===== config.mk =====
export PLATFORM = sky130hd
export DESIGN_NAME = cpu_sequencer
export DESIGN_NICKNAME = d
export VERILOG_FILES = /design/src/rtl/cpu_sequencer.sv
export SDC_FILE = /design/constraint.sdc
export NUM_CORES = 1
export LEC_CHECK = 0
export ABC_AREA = 1
export ABC_CLOCK_PERIOD_IN_PS = 1000
export BUFFER_PORTS_ARGS = -buffer_cell sky130_fd_sc_hd__buf_4
export CAP_MARGIN = 25
export CORE_AREA = 2 2 43 55
export CTS_CLUSTER_DIAMETER = 100
export CTS_CLUSTER_SIZE = 24
export DETAILED_ROUTE_END_ITERATION = 8
export DIE_AREA = 0 0 45 57
export GPL_ROUTABILITY_DRIVEN = 0
export HOLD_SLACK_MARGIN = 0.03
export PLACE_DENSITY = 0.68
export SLEW_MARGIN = 15
export SYNTH_ARGS = -nofsm -noshare
export SYNTH_HDL_FRONTEND = slang
export SYNTH_SLANG_ARGS = --single-unit
export TNS_END_PERCENT = 20

===== constraint.sdc =====
create_clock -name clk -period 1 [get_ports clk]
set_input_delay 0.1 -clock clk [delete_from_list [all_inputs] [get_ports clk]]
set_output_delay 0.1 -clock clk [all_outputs]
set_load 0.02 [all_outputs]

===== src/rtl/cpu_sequencer.sv =====
// Two-cycle fetch/execute sequencer for a 4-bit accumulator datapath.
// Strobes are decoded combinationally in EXEC so the datapath captures on the same edge.
module cpu_sequencer (
  input  logic       clk,
  input  logic       n_reset,
  input  logic       run,
  output logic [3:0] rom_addr,
  input  logic [7:0] rom_data,
  input  logic       alu_carry,
  output logic       select_a,
  output logic       select_b,
  output logic       load0,
  output logic       load1,
  output logic       load2,
  output logic       load3,
  output logic [3:0] im,
  output logic       busy,
  output logic       carry_flag
);

  typedef enum logic [1:0] {IDLE, FETCH, EXEC} state_t;

  localparam logic [3:0] OP_ADD_A  = 4'b0000;
  localparam logic [3:0] OP_ADD_B  = 4'b0101;
  localparam logic [3:0] OP_MOV_AI = 4'b0011;
  localparam logic [3:0] OP_MOV_BI = 4'b0111;
  localparam logic [3:0] OP_MOV_AB = 4'b0001;
  localparam logic [3:0] OP_MOV_BA = 4'b0100;
  localparam logic [3:0] OP_IN_A   = 4'b0010;
  localparam logic [3:0] OP_OUT_I  = 4'b1011;
  localparam logic [3:0] OP_OUT_B  = 4'b1001;
  localparam logic [3:0] OP_JMP    = 4'b1111;
  localparam logic [3:0] OP_JNC    = 4'b1110;

  // {select_b,select_a} encodings
  localparam logic [1:0] SEL_A    = 2'b00;
  localparam logic [1:0] SEL_B    = 2'b01;
  localparam logic [1:0] SEL_C    = 2'b10;
  localparam logic [1:0] SEL_ZERO = 2'b11;

  state_t     state_q, state_d;
  logic [3:0] pc_q, pc_d;
  logic [7:0] ir_q, ir_d;
  logic       cf_q, cf_d;

  logic [3:0] ld;
  logic [1:0] sel;
  logic [3:0] im_o;
  logic [3:0] op, imm;

  assign op  = ir_q[7:4];
  assign imm = ir_q[3:0];

  always_comb begin
    state_d = state_q;
    pc_d    = pc_q;
    ir_d    = ir_q;
    cf_d    = cf_q;
    ld      = 4'b0000;
    sel     = SEL_A;
    im_o    = 4'h0;
    case (state_q)
      IDLE:  if (run) state_d = FETCH;
      FETCH: begin
        ir_d    = rom_data;
        state_d = EXEC;
      end
      EXEC: begin
        state_d = run ? FETCH : IDLE;
        pc_d    = pc_q + 4'd1;
        // JNC reads cf_q, i.e. the flag as it stood before this edge
        case (op)
          OP_ADD_A:  begin sel = SEL_A;    im_o = imm; ld[0] = 1'b1; cf_d = alu_carry; end
          OP_ADD_B:  begin sel = SEL_B;    im_o = imm; ld[1] = 1'b1; cf_d = alu_carry; end
          OP_MOV_AI: begin sel = SEL_ZERO; im_o = imm; ld[0] = 1'b1; cf_d = 1'b0; end
          OP_MOV_BI: begin sel = SEL_ZERO; im_o = imm; ld[1] = 1'b1; cf_d = 1'b0; end
          OP_MOV_AB: begin sel = SEL_B;                ld[0] = 1'b1; cf_d = 1'b0; end
          OP_MOV_BA: begin sel = SEL_A;                ld[1] = 1'b1; cf_d = 1'b0; end
          OP_IN_A:   begin sel = SEL_C;                ld[0] = 1'b1; cf_d = 1'b0; end
          OP_OUT_I:  begin sel = SEL_ZERO; im_o = imm; ld[2] = 1'b1; cf_d = 1'b0; end
          OP_OUT_B:  begin sel = SEL_B;                ld[2] = 1'b1; cf_d = 1'b0; end
          OP_JMP:    pc_d = imm;
          OP_JNC:    if (!cf_q) pc_d = imm;
          default:   ;
        endcase
      end
      default: state_d = IDLE;
    endcase
  end

  always_ff @(posedge clk) begin
    if (!n_reset) begin
      state_q <= IDLE;
      pc_q    <= 4'h0;
      ir_q    <= 8'h00;
      cf_q    <= 1'b0;
    end else begin
      state_q <= state_d;
      pc_q    <= pc_d;
      ir_q    <= ir_d;
      cf_q    <= cf_d;
    end
  end

  assign rom_addr   = pc_q;
  assign busy       = (state_q != IDLE);
  assign carry_flag = cf_q;
  assign im         = im_o;
  assign select_a   = sel[0];
  assign select_b   = sel[1];
  assign load0      = ld[0];
  assign load1      = ld[1];
  assign load2      = ld[2];
  assign load3      = ld[3];

endmodule


== Word level (Yosys, flattened, before mapping) ==
Index checks and enable logic that the tools add are counted.
Storage, ports and cells
  register bits: 15
  bits in latches: 0
  memory bits (writable): 0
  memory bits (read-only): 0
  bits of input ports: 12
  logic and storage cells: 45
  memories kept: 0
Operators by class
  add/sub/neg operators: 1
  multipliers: 0
  div/mod/pow operators: 0
  magnitude comparators: 0
  equality and inequality tests: 13
  shift-type cells: 0
  mux-type cells: 14
  bitwise gates (word level): 0
  reduce and logical (&&, ||, !) cells: 13
Operators by type and width (count)
  == test 4 bit, second input constant: 4
  == test 4 x 3 -> 1 bit, second input constant: 3
  2-to-1 mux 4 bit: 3
  one-hot mux 2 bit (3 select lines): 2
  OR reduction 3 bit: 3
  == test 4 x 2 -> 1 bit, second input constant: 2
  one-hot mux 4 bit (2 select lines): 1
  OR reduction 7 bit: 1
  OR reduction 5 bit: 1
  adder 4 x 1 -> 4 bit, second input constant: 1
  == test 4 x 1 -> 1 bit, second input constant: 1
  zero test 4 bit: 1
  2-to-1 mux 1 bit: 4
  2-to-1 mux 2 bit: 2
  nonzero test 2 bit: 2
  OR reduction 2 bit: 2
  OR reduction 4 bit: 1
  2-to-1 mux 3 bit: 1
  == test 2 x 1 -> 1 bit, second input constant: 1
  == test 2 bit, second input constant: 1
  zero test 2 bit: 1
  != test 2 bit, second input constant: 1
  one-hot mux 1 bit (2 select lines): 1
  AND reduction 2 bit: 1

== Depth between registers and ports, before layout ==
  depth in word-level cells: 4
  mapped depth: 8
  depth with buffers taken out: 8

== Worst setup path after synthesis ==
Ideal clock, no wire load.
  kind: reg-to-output
  from: register state_q[1]
  to: output im[0]
  data arrival time: 1.063 ns
  slack: -0.163 ns
  stages on the path, launching flop included: 6
  buffers on the path: 1
  path through: dfxtp_1 > inv_2 > nor2_4 > buf_2 > nand2_1 > a21oi_1
Between the ends
  longest elaborated chain between the ends: 2
RTL lines
  start: declaration: RTL line 41  | state_t state_q, state_d;
  start signal: assignment: RTL line 98  | state_q <= state_d;
  == test 2 bit: RTL line 62  | case (state_q)
  2-to-1 mux 4 bit: RTL line 62
  end: declaration: RTL line 16  | output logic [3:0] im,
Every way passes these cells.

== Worst setup path after layout ==
  from: register state_q[1]
  to: output im[3]
Same word-level chain as after synthesis.

==> summary.txt <==
outcome - finished with violations
violations in the final reports - setup timing
placement-stage worst setup slack - -0.145 ns
fraction of layout instances using a drive strength above 1 - 53.9%
total of max-cap violations - 0
detailed-route DRC error count - 0
routed wirelength normalized by instance count - 11.7 um
detailed-route vias per instance - 4.92
TritonCTS sink count - 15
total number of vias - 980
height of the die - 57 um
switching share of total power - 31.8%
total chip power - 1.41 mW
number of inserted diodes - 0
Placed Area - 1240 um2
most area-consuming cells after synthesis - dfxtp_1, nand2_1, nor2_1
largest net degree at the start of global routing - 15
Finished Core Util - 66.8%
clock buffers created by TritonCTS - 3
power spent charging and discharging nets - 447 uW
final setup violating endpoints - 14
floorplan die area - 2570 um2
class of the most critical hold timing path - in -> reg
wire length of the first global-routing pass - 3.77 mm
dominant cell type by area after synthesis - dfxtp_1
leakage dissipation - 0.669 nW
H-tree levels - 1
Internal Power - 960 uW
Layout area overhead - 63.5%
Starting DRT DRC Count - 19
Min Clock Period, post-route - 1.44 ns
gr ovfl total - 0
relative contribution of combinational cells to total power - 26.5%
worst r2r src - ir_q[4]
top-level I/O count - 28
wire length after detailed routing - 2.34 mm
CP startpoint - state_q[1]
areal power density over the cells - 1010 nW/um2
Root Driver - clkbuf_4
area fraction of the dominant cell type after synthesis - 35.1%
CTS tree - done
share of the clock period used by the worst path - 144%
crit start category - flip-flop
Worst VDD drop - 0.958 mV
standard cell core area - 2090 um2
final hold viol count - 0
worst skew pair latency - 0.29 ns
register area share after synthesis - 35.1%
number of antenna violations at the first check in global routing - 0
unrepaired setup endpoints after global routing - yes
clock-pin slew on the worst setup and hold paths - 0.09 ns
data arrival time of the critical path - 1.34 ns
post-synthesis area per instance - 6.57 um2
number of buffer cells added on primary ports - 26
ordered cell list for the critical path - inv_2 > nor2_4 > inv_1 > a211oi_4 > buf_6
setup skew after layout - 0.000768 ns
Die X-Extent - 45 um
Synthesized Nets - 143
Max stage delay cell, worst path - dfxtp_2
maximum fanout encountered on the critical timing path - 7
kind of cell adding the most delay to the critical path - buffers and inverters
Max stage delay on crit path - 0.35 ns
ANT nets after route - 0
synthesis warning total - 0
critical path start-end classification - reg -> out
count of standard-cell rows - 19
Post-DP HPWL - 1.71 mm
final worst setup slack - -0.442 ns
register bit count reported by yosys - 15
Distinct cells, synth - 24
max-slew violations - 0
area of the mapped netlist - 855 um2
Final nets - 192
Non-Filler Cell Area, Final - 1400 um2
number of buffer and inverter stages on the critical path - 3
number of buffers between clock root and the deepest sink - 2
Crit path required time - 0.90 ns
fraction of power consumed by sequential logic - 47.8%
Global Route Usage Sum - 19.9%
Achievable Freq - 693 MHz
Pre-antenna DRT Iters - 4
critical path endpoint category - output pin
effective utilization at floorplan - 40.8%
hold wc startpoint - rom_data[1]
Gate Count Post-Synth - 130
via count of the first global-routing pass - 896
Clock Power Share - 25.7%
## cell families after synthesis
logic type	after synthesis	share of synthesized area (%)
AND/OR/NAND/NOR	65	34.8
AO/OA/AOI/OAI	23	14.6
flip-flops	15	35.1
buffers and inverters	24	12.4
adder cells (fa/ha/maj)	1	1.46
other	1	0.439
XOR/XNOR	1	1.03
## metrics by stage
| stage | cells | hold WS (ns) | setup TNS [ns] |
|---|---|---|---|
| floorplan | 130 | 0.214 | -0.446 |
| global placement | 189 | 0.321 | -0.562 |
| detailed placement | 189 | 0.331 | -0.943 |
| CTS | 198 | 0.0424 | -3.58 |
| global route | 199 | 0.0641 | -4.72 |
| finish | 199 | 0.0460 | -3.68 |
## path summary, 6_finish.rpt
kind	to	cells after the start	slack, ns
setup / recovery	im[3]	5	-0.44
hold / removal	ir_q[1]	3	0.05
setup reg to reg	carry_flag	8	-0.11
hold reg to reg	state_q[0]	1	0.46
## layout by cell type (no fill, tap or decap), types with 3 or more instances in the layout
master / instances
nand2_4: 4
nand2_1: 20
nor2_1: 19
o21ai_0: 3
clkbuf_4: 3
inv_2: 7
buf_6: 5
nor2_4: 4
nor3_2: 3
buf_4: 40
dlygate4sd3_1: 3
inv_1: 11
a21oi_1: 6
nand2_2: 6
o21ai_1: 4
dfxtp_4: 4
a21oi_2: 6
dfxtp_2: 5
nand3_1: 5
dfxtp_1: 6
## routing by layer
layer | up-vias | wire [um] | global-route usage, %
met1 | 446 | 916 | 22.6
met5 | - | 0 | 0
met3 | 5 | 81 | 3.80
met4 | 0 | 48 | 9.24
met2 | 22 | 1290 | 34.5
li1 | 507 | - | -
## layout make-up
class | instances | area (um2)
Clock inverter | 1 | 5.00
Inverter | 20 | 80.1
Tap cell | 21 | 26.3
Timing Repair Buffer | 48 | 387
Fill cell | 178 | 694
Sequential cell | 15 | 322
Multi-Input combinational cell | 91 | 556
Clock buffer | 3 | 22.5
## timing repair
item / 4_1_cts / 5_1_grt
pin swaps: 4 / 3
endpoints found under the setup margin: 21 / 24
hold buffers: 3 / 0
hold endpoints to repair: 3 / 0
resized for setup: 19 / 14
setup buffers: 2 / 1
## Yosys cell counts (all sizes together)
cell type  count
buf            4
xor2           1
nor3           3
nor2          24
conb           1
a211oi         1
ha             1
o21ai          9
nand3          6
nand4          2
inv           20
o21bai         1
nand2         30
a21oi         12
dfxtp         15
## worst register-to-register path, cell delays in order, from the launching register on
cell	delay, ns
dfxtp_4	0.38
inv_2	0.07
nand2_2	0.07
buf_4	0.13
buf_4	0.12
nand4_1	0.08
nand2_1	0.06
nand2_1	0.07
a21oi_2	0.03
## state kept, by name (all words and copies together), names as in the netlist
| signal | flops |
|---|---|
| state_q | 2 |
| carry_flag | 1 |
| ir_q | 8 |
| rom_addr | 4 |
## power by group through the flow
| stage | combinational [mW] | sequential [mW] | clock (mW) |
|---|---|---|---|
| floorplan | 0.182 | 0.686 | 0 |
| global route | 0.408 | 0.678 | 0.415 |
| CTS | 0.350 | 0.671 | 0.372 |
| finish | 0.373 | 0.673 | 0.362 |
| detailed placement | 0.319 | 0.684 | 0 |
| global placement | 0.312 | 0.682 | 0 |
(Power assumes the default switching activity.)
